$ cat config.mk
export PLATFORM = sky130hd
export DESIGN_NAME = axi_wr_arbiter
export DESIGN_NICKNAME = d
export VERILOG_FILES = /design/src/rtl/axi_pkg.sv /design/src/rtl/axi_wr_order_fifo.sv /design/src/rtl/axi_wr_arbiter.sv
export SDC_FILE = /design/constraint.sdc
export NUM_CORES = 1
export LEC_CHECK = 0
export CORE_AREA = 3 3 234 236
export CTS_BUF_LIST = sky130_fd_sc_hd__clkbuf_16
export CTS_CLUSTER_SIZE = 25
export DETAILED_ROUTE_END_ITERATION = 12
export DIE_AREA = 0 0 237 239
export GPL_ROUTABILITY_DRIVEN = 1
export GPL_TIMING_DRIVEN = 1
export MAX_ROUTING_LAYER = met4
export PLACE_DENSITY = 0.38
export SETUP_SLACK_MARGIN = 0.1
export SLEW_MARGIN = 15
export SYNTH_ARGS = -nofsm -noshare
export SYNTH_HDL_FRONTEND = slang
export SYNTH_HIERARCHICAL = 1
export SYNTH_SLANG_ARGS = --single-unit
$ cat constraint.sdc
create_clock -name clk_i -period 7.2 [get_ports clk_i]
set_input_delay 1.08 -clock clk_i [delete_from_list [all_inputs] [get_ports clk_i]]
set_output_delay 1.08 -clock clk_i [all_outputs]
set_load 0.005 [all_outputs]
$ cat src/rtl/axi_pkg.sv
// AXI channel types shared by the write-path blocks.
// IdWidth is wide enough to carry a 2-bit port index on top of the requester id.
package axi_pkg;

    localparam int unsigned IdWidth   = 4;
    localparam int unsigned AddrWidth = 32;
    localparam int unsigned DataWidth = 32;
    localparam int unsigned StrbWidth = DataWidth / 8;

    typedef struct packed {
        logic [IdWidth-1:0]   id;
        logic [AddrWidth-1:0] addr;
        logic [7:0]           len;
        logic [2:0]           size;
        logic [1:0]           burst;
        logic                 lock;
        logic [3:0]           cache;
        logic [2:0]           prot;
        logic [3:0]           qos;
        logic [3:0]           region;
        logic [5:0]           atop;
    } aw_chan_t;

    typedef struct packed {
        logic [DataWidth-1:0] data;
        logic [StrbWidth-1:0] strb;
        logic                 last;
    } w_chan_t;

    typedef struct packed {
        logic [IdWidth-1:0] id;
        logic [1:0]         resp;
    } b_chan_t;

endpackage

$ cat src/rtl/axi_wr_order_fifo.sv
// W-ordering FIFO: remembers which port owns each accepted AW, oldest first.
// Ports: clk_i/rst_ni, push_i/data_i, pop_i, data_o (head), full_o, empty_o.
module axi_wr_order_fifo #(
    parameter int unsigned Width = 2,
    parameter int unsigned Depth = 4
) (
    input  logic             clk_i,
    input  logic             rst_ni,
    input  logic             push_i,
    input  logic [Width-1:0] data_i,
    input  logic             pop_i,
    output logic [Width-1:0] data_o,
    output logic             full_o,
    output logic             empty_o
);

    localparam int unsigned PtrW = (Depth > 1) ? $clog2(Depth) : 1;
    localparam int unsigned CntW = $clog2(Depth + 1);

    logic [Width-1:0] mem_q [1<<PtrW];
    logic [PtrW-1:0]  wptr_q, rptr_q;
    logic [CntW-1:0]  cnt_q, cnt_d;
    logic             push_ok, pop_ok;

    assign full_o  = (cnt_q == CntW'(Depth));
    assign empty_o = (cnt_q == '0);
    assign data_o  = mem_q[rptr_q];

    // A push into a full FIFO is dropped even if a pop happens in the same cycle.
    assign push_ok = push_i & ~full_o;
    assign pop_ok  = pop_i & ~empty_o;

    always_comb begin
        cnt_d = cnt_q;
        if (push_ok && !pop_ok) begin
            cnt_d = cnt_q + 1'b1;
        end else if (!push_ok && pop_ok) begin
            cnt_d = cnt_q - 1'b1;
        end
    end

    always_ff @(posedge clk_i or negedge rst_ni) begin
        if (!rst_ni) begin
            wptr_q <= '0;
            rptr_q <= '0;
            cnt_q  <= '0;
        end else begin
            cnt_q <= cnt_d;
            if (push_ok) wptr_q <= wptr_q + 1'b1;
            if (pop_ok)  rptr_q <= rptr_q + 1'b1;
        end
    end

    always_ff @(posedge clk_i) begin
        if (push_ok) mem_q[wptr_q] <= data_i;
    end

endmodule

$ cat src/rtl/axi_wr_arbiter.sv
// Round-robin AXI write arbiter: N requester ports onto one manager port.
// Ports: slv_aw/w/b per requester, mst_aw/w/b toward memory, clk_i, rst_ni.
module axi_wr_arbiter
    import axi_pkg::*;
#(
    parameter int unsigned NoPorts   = 4,
    parameter int unsigned MaxWTrans = 4
) (
    input  logic                clk_i,
    input  logic                rst_ni,
    input  aw_chan_t            slv_aw_i       [NoPorts],
    input  logic [NoPorts-1:0]  slv_aw_valid_i,
    output logic [NoPorts-1:0]  slv_aw_ready_o,
    input  w_chan_t             slv_w_i        [NoPorts],
    input  logic [NoPorts-1:0]  slv_w_valid_i,
    output logic [NoPorts-1:0]  slv_w_ready_o,
    output b_chan_t             slv_b_o        [NoPorts],
    output logic [NoPorts-1:0]  slv_b_valid_o,
    input  logic [NoPorts-1:0]  slv_b_ready_i,
    output aw_chan_t            mst_aw_o,
    output logic                mst_aw_valid_o,
    input  logic                mst_aw_ready_i,
    output w_chan_t             mst_w_o,
    output logic                mst_w_valid_o,
    input  logic                mst_w_ready_i,
    input  b_chan_t             mst_b_i,
    input  logic                mst_b_valid_i,
    output logic                mst_b_ready_o
);

    localparam int unsigned PW = $clog2(NoPorts);

    logic [PW-1:0] last_q, last_d;
    logic [PW-1:0] lock_idx_q, lock_idx_d;
    logic          lock_q, lock_d;
    logic          active_q;
    logic [PW-1:0] sel_idx, cand, gnt_idx, head, b_port;
    logic          sel_vld, gnt_vld, aw_en, aw_hs, w_pop;
    logic          fifo_full, fifo_empty;

    // Round-robin search from last_q+1; highest k first so the nearest wins.
    always_comb begin
        sel_idx = last_q;
        sel_vld = 1'b0;
        cand    = '0;
        for (int k = NoPorts; k >= 1; k--) begin
            cand = PW'((int'(last_q) + k) % int'(NoPorts));
            if (slv_aw_valid_i[cand]) begin
                sel_vld = 1'b1;
                sel_idx = cand;
            end
        end
    end

    // Once offered to the manager, the grant is frozen until accepted.
    assign gnt_idx = lock_q ? lock_idx_q : sel_idx;
    assign gnt_vld = lock_q ? slv_aw_valid_i[gnt_idx] : sel_vld;

    // active_q keeps AW quiet through reset; FIFO full stalls AW.
    assign aw_en          = active_q & ~fifo_full;
    assign mst_aw_valid_o = aw_en & gnt_vld;
    assign aw_hs          = mst_aw_valid_o & mst_aw_ready_i;

    always_comb begin
        mst_aw_o = slv_aw_i[gnt_idx];
        mst_aw_o.id[IdWidth-1 -: PW] = gnt_idx;
        slv_aw_ready_o = '0;
        for (int i = 0; i < NoPorts; i++) begin
            if (gnt_idx == PW'(i)) slv_aw_ready_o[i] = aw_en & mst_aw_ready_i;
        end
    end

    always_comb begin
        last_d     = aw_hs ? gnt_idx : last_q;
        lock_d     = mst_aw_valid_o & ~mst_aw_ready_i;
        lock_idx_d = gnt_idx;
    end

    always_ff @(posedge clk_i or negedge rst_ni) begin
        if (!rst_ni) begin
            last_q     <= PW'(NoPorts - 1);
            lock_q     <= 1'b0;
            lock_idx_q <= '0;
            active_q   <= 1'b0;
        end else begin
            last_q     <= last_d;
            lock_q     <= lock_d;
            lock_idx_q <= lock_idx_d;
            active_q   <= 1'b1;
        end
    end

    axi_wr_order_fifo #(
        .Width (PW),
        .Depth (MaxWTrans)
    ) u_order (
        .clk_i   (clk_i),
        .rst_ni  (rst_ni),
        .push_i  (aw_hs),
        .data_i  (gnt_idx),
        .pop_i   (w_pop),
        .data_o  (head),
        .full_o  (fifo_full),
        .empty_o (fifo_empty)
    );

    // W follows AW order: only the port at the FIFO head is connected.
    always_comb begin
        mst_w_o       = slv_w_i[head];
        mst_w_valid_o = ~fifo_empty & slv_w_valid_i[head];
        slv_w_ready_o = '0;
        for (int i = 0; i < NoPorts; i++) begin
            if (head == PW'(i)) slv_w_ready_o[i] = ~fifo_empty & mst_w_ready_i;
        end
    end

    assign w_pop = mst_w_valid_o & mst_w_ready_i & mst_w_o.last;

    // B is steered by the port index carried in the top id bits.
    assign b_port = mst_b_i.id[IdWidth-1 -: PW];

    always_comb begin
        mst_b_ready_o = 1'b0;
        slv_b_valid_o = '0;
        for (int i = 0; i < NoPorts; i++) begin
            slv_b_o[i] = mst_b_i;
            slv_b_o[i].id[IdWidth-1 -: PW] = '0;
            if (b_port == PW'(i)) begin
                slv_b_valid_o[i] = mst_b_valid_i;
                mst_b_ready_o    = slv_b_ready_i[i];
            end
        end
    end

endmodule

# Yosys cells after proc, flatten, opt, wreduce, memory -nomap -nowiden
# Memory sizes are Yosys's and may differ from the RTL's.
# Cells that the tools add are included.
# classes
addsub	8
magnitude_cmp	8
n_eq_ne	10
n_mux	48
bitwise_logic	16
n_reduce_logical	9
# ops
operator	count
binary-select mux 71 bit (select 2 bit)	1
two-way mux 69 bit	2
binary-select mux 37 bit (select 2 bit)	1
two-way mux 37 bit	2
two-way mux 1 bit	29
< comparator 2 x 3 -> 1 bit, second input constant	6
binary-select mux 1 bit (select 2 bit)	6
equality test 2 bit, second input constant	6
AND 1 bit	11
two-way mux 2 bit	5
adder 2 x 1 -> 2 bit, second input constant	4
equality test 2 x 1 -> 1 bit, second input constant	3
greater-or-equal comparator 3 bit, second input constant	2
logical NOT 2 bit	3
two-way mux 3 bit	2
NOT 2 -> 3 bit	2
adder 2 bit, second input constant	2
adder 3 x 1 -> 3 bit, second input constant	1
equality test 3 bit, second input constant	1
logical NOT 3 bit	1
NOT 1 bit	3
subtractor 3 x 1 -> 3 bit, second input constant	1
logical AND 1 bit	2
logical NOT 1 bit	2
nonzero test 2 bit	1
# word_totals
reg_bits	13
ramBits	8
inputBits	455
out_inout_bits	147
elab_cells	107
mem_count	1
# memory_table
memory	depth	width	read_ports	rd_ports_with_merged_regs	wr	line	text
u_order.mem_q	4	2	1	0	1	axi_wr_order_fifo.sv:20	logic [Width-1:0] mem_q [1<<PtrW];

# Logic depth before layout (Yosys ltp)
# depth
word_depth	18
ltp_mapped	11
mapped_depth_nobuf	10

# Hierarchy
# Netlist, hierarchy kept.
# by_module_without_submodules
module	n_inst	cells_per_inst	area_each_um2	seq_area_each_um2
axi_wr_arbiter	1	519	3642.2	152.6
axi_wr_order_fifo	1	45	724.4	415.4

# Least setup slack after synthesis
# No wires, ideal clock.
# synth_path
path_kind	input -> output
startpoint	input slv_aw_valid_i[3]
endpoint	output mst_aw_o[62] (netlist bit)
t_arrival_ns	2.358
required_time_ns	6.120
slack_ns	3.762
path_stages	9
n_path_buf	3
cell_sequence	nand2_2 > a311o_1 > o21a_1 > buf_4 > clkinv_2 > buf_8 > buf_4 > nand2_1 > a32oi_2
# synth_lines
item	line	text
start, declared	axi_wr_arbiter.sv:12	input logic [NoPorts-1:0] slv_aw_valid_i,
end, declared	axi_wr_arbiter.sv:20	output aw_chan_t mst_aw_o,

==> summary.md <==
| Metric | Value |
|---|---|
| Outcome | `finished clean` |
| Leakage | `3.71 nW` |
| Main combinational cell family by area after synthesis | `compound AO/OA/AOI/OAI gates` |
| Fmax | `0.195 GHz` |
| Via density | `3.70` |
| Fill cells | `5888` |
| Share of cells above drive strength 1 | `0.0797` |
| Data required, critical path | `6.12 ns` |
| Final net count | `1529` |
| EDFF count, synth | `8` |
| Critical path endpoint category | `output pin` |
| Most frequent cells in the layout | `clkdlybuf4s50_1, nand2_1, a21oi_1, a32oi_1, mux4_2` |
| Top Ports | `602` |
| Remaining DRCs | `0` |
| Mux cell area share after synthesis | `0.227` |
| DRT iter0 DRCs | `155` |
| Final setup violating endpoints | `0` |
| Yosys reg bits | `21` |
| Post-CTS Setup Inserts | `0` |
| Crit-path max FO | `43` |
| Grt total ovfl | `0` |
| RSZ-0062 raised after global routing | `no` |
| Setup TNS | `0 ns` |
| Post-synthesis xor/xnor area fraction | `0.0120` |
| Die span in y | `239 um` |
| Fin. max-slew vios | `0` |
| Ys Warns | `6` |
| Synth cell types | `41` |
| Crit path time final | `5.13 ns` |
| Area Overhead vs Synth | `143%` |
| GP Congestion | `0.817` |
| Most common cell after layout, fill and taps aside | `clkdlybuf4s50_1` |
| Peak VDD IR | `0.216 mV` |
| Worst reg2reg path depth | `11` |
| Internal Power | `1.90 mW` |
| Routed wire length per instance | `18.8 um` |
| Post-CTS resize count | `0` |
| Vias in the first global route | `6867` |
| Worst Tran Pin Value | `0.791 ns` |
| Worst-Skew Late Latency | `0.25 ns` |
| Crit path launch type | `input pin` |
| Die ar. | `0.0566 mm2` |
| Adder-Cell Fraction of Synth Area | `0.0189` |
| Comb pwr share | `0.899` |
| Final Hold Fails | `0` |
| Final ANT Viol Nets | `0` |
| Worst Skew | `0.00262 ns` |
| Initial core utilization | `0.0829` |
| Simple-Gate Fraction of Synth Area | `0.243` |
| HP Class | `flop to flop` |
| Core area | `0.0527 mm2` |
| Synthesized area | `0.00437 mm2` |
| CTS Buf Count | `3` |
| Power share of the sequential group | `0.066` |
| Overall Global Routing Usage | `0.110` |
| Fin crit share | `0.712` |
| # hold bufs at CTS | `0` |
| Final Util | `0.202` |
| Seq/Total Area, Yosys | `0.130` |
| Antenna violations before repair | `17` |
| CTS tree | `built` |
| Synth Flop Type | `dfrtp_1` |
| Relative max-transition margin | `0.472` |
| Clock sinks | `21` |
| Die X-Extent | `237 um` |
| First-pass GRT wire length | `45300 um` |
| DR pass1 iterations | `4` |
| Placed wire-length estimate | `28300 um` |
| Pin count of the biggest net entering global routing | `142` |
| # port buffers | `565` |
| Switching Share | `0.435` |
| Post-Syn Instances | `564` |
| Detailed-route via count | `6538` |
| Clock power frac | `0.035` |
| Crit path arrival time | `4.05 ns` |
| H-tree depth | `1` |
| Reg area | `568 um2` |
| Area of the multi-input gates | `0.00331 mm2` |
| Worst Hold Path Cells | `1` |
| Root Driver | `clkbuf_16` |
| Post-synthesis compound-gate area fraction | `0.248` |
| Max_cap viols | `0` |
| Async S/R FF share, synth | `0.619` |
| CP Class | `input pin to output pin` |
| WL final | `33100 um` |
| Avg Cell Area, Syn | `7.74 um2` |
| Worst-case clock buffer depth | `2` |
| # rows | `84` |
| P_sw | `1.46 mW` |
| PD cells | `317 mW/mm2` |
| R2R setup slack | `3.72 ns` |
| Clock Pin Slew Worst Setup and Hold Paths | `0.06 ns` |
## Yosys cell counts (3+ instances only)
cell type	n	share of area
nor2_1	5	0.0043
mux4_2	42	0.22
a21oi_1	72	0.083
ha_1	5	0.014
edfxtp_1	8	0.055
nor3b_1	4	0.0069
and2_2	4	0.0069
dfrtp_1	11	0.063
a32oi_1	61	0.12
a32oi_2	8	0.030
inv_1	5	0.0043
nand2_2	9	0.013
buf_4	33	0.057
nand2b_1	4	0.0057
nand2_1	204	0.18
nor3_1	6	0.0069
and3_1	3	0.0043
nor2b_1	3	0.0043
clkbuf_1	33	0.028
buf_6	4	0.010
xnor2_1	4	0.0080
buf_2	10	0.011
## kinds of logic (layout without fill, tap and decap cells)
group	Yosys count	in the layout
XOR/XNOR	6	6
AND/OR/NAND/NOR	249	249
other	2	19
AO/OA/AOI/OAI	146	146
flip-flops	21	21
adder cells (fa/ha/maj)	6	6
multiplexers	46	46
buffers and inverters	88	584
## power by group through the flow
| stage | sequential (mW) | combinational, mW | clock, mW |
|---|---|---|---|
| 3_5_place_dp | 0.225 | 3.10 | 0 |
| 2_1_floorplan | 0.210 | 1.55 | 0 |
| 6_report | 0.223 | 3.03 | 0.116 |
| 5_1_grt | 0.231 | 3.30 | 0.126 |
| 4_1_cts | 0.224 | 3.12 | 0.121 |
| 3_3_place_gp | 0.226 | 3.11 | 0 |
## worst max-delay path, cell delays in order
cell,delay [ns]
clkdlybuf4s50_1,0.58
nand2_2,0.08
a311o_1,0.36
o21a_4,0.24
inv_4,0.35
buf_4,0.38
nand2_1,0.12
a32oi_2,0.22
clkdlybuf4s50_1,0.58
## state kept, by name, indices dropped and copies added (netlist names)
register,flops
lock_idx_q,2
u_order/wptr_q,2
lock_q,1
active_q,1
last_q,2
u_order/rptr_q,2
u_order/cnt_q,3
u_order/mem_q,8
## cell type report
type | count | area share
clock buffers | 3 | 0.00706
repair buffers | 574 | 0.542
inverters | 6 | 0.00235
flip-flops and latches | 21 | 0.0534
well taps | 688 | 0.0810
clock inverters | 1 | 0.000471
diodes | 10 | 0.00235
multi-input cells | 462 | 0.312
## metal layers
metal,part of all wire,global-route usage
met3,0.078,0.0276
met1,0.34,0.103
met4,0.031,0.0222
met2,0.55,0.224
met5,0,-
## stage by stage
stage	worst slack [ns]	std cells	power (mW)	hold slack [ns]	cell area [um2]
floorplan	3.76	571	1.76	0.465	4390
global placement	2.00	1751	3.34	0.487	10500
detailed placement	1.97	1751	3.32	0.484	10500
CTS	1.96	1755	3.47	0.496	10600
global route	1.85	1761	3.66	0.532	10600
finish	2.07	1765	3.37	0.502	10600
## path summary, 6_finish.rpt
path,startpoint,end
setup / recovery,slv_aw_valid_i[3],mst_aw_o[64]
hold / removal,u_order/cnt_q[2]$_DFFE_PN0P_,u_order/cnt_q[2]$_DFFE_PN0P_
setup reg to reg,u_order/rptr_q[0]$_DFFE_PN0P_,u_order/cnt_q[2]$_DFFE_PN0P_
hold reg to reg,u_order/cnt_q[2]$_DFFE_PN0P_,u_order/cnt_q[2]$_DFFE_PN0P_
max in group asynchronous,rst_ni,u_order/cnt_q[1]$_DFFE_PN0P_
min in group asynchronous,rst_ni,u_order/wptr_q[0]$_DFFE_PN0P_
(Power assumes the default switching activity.)
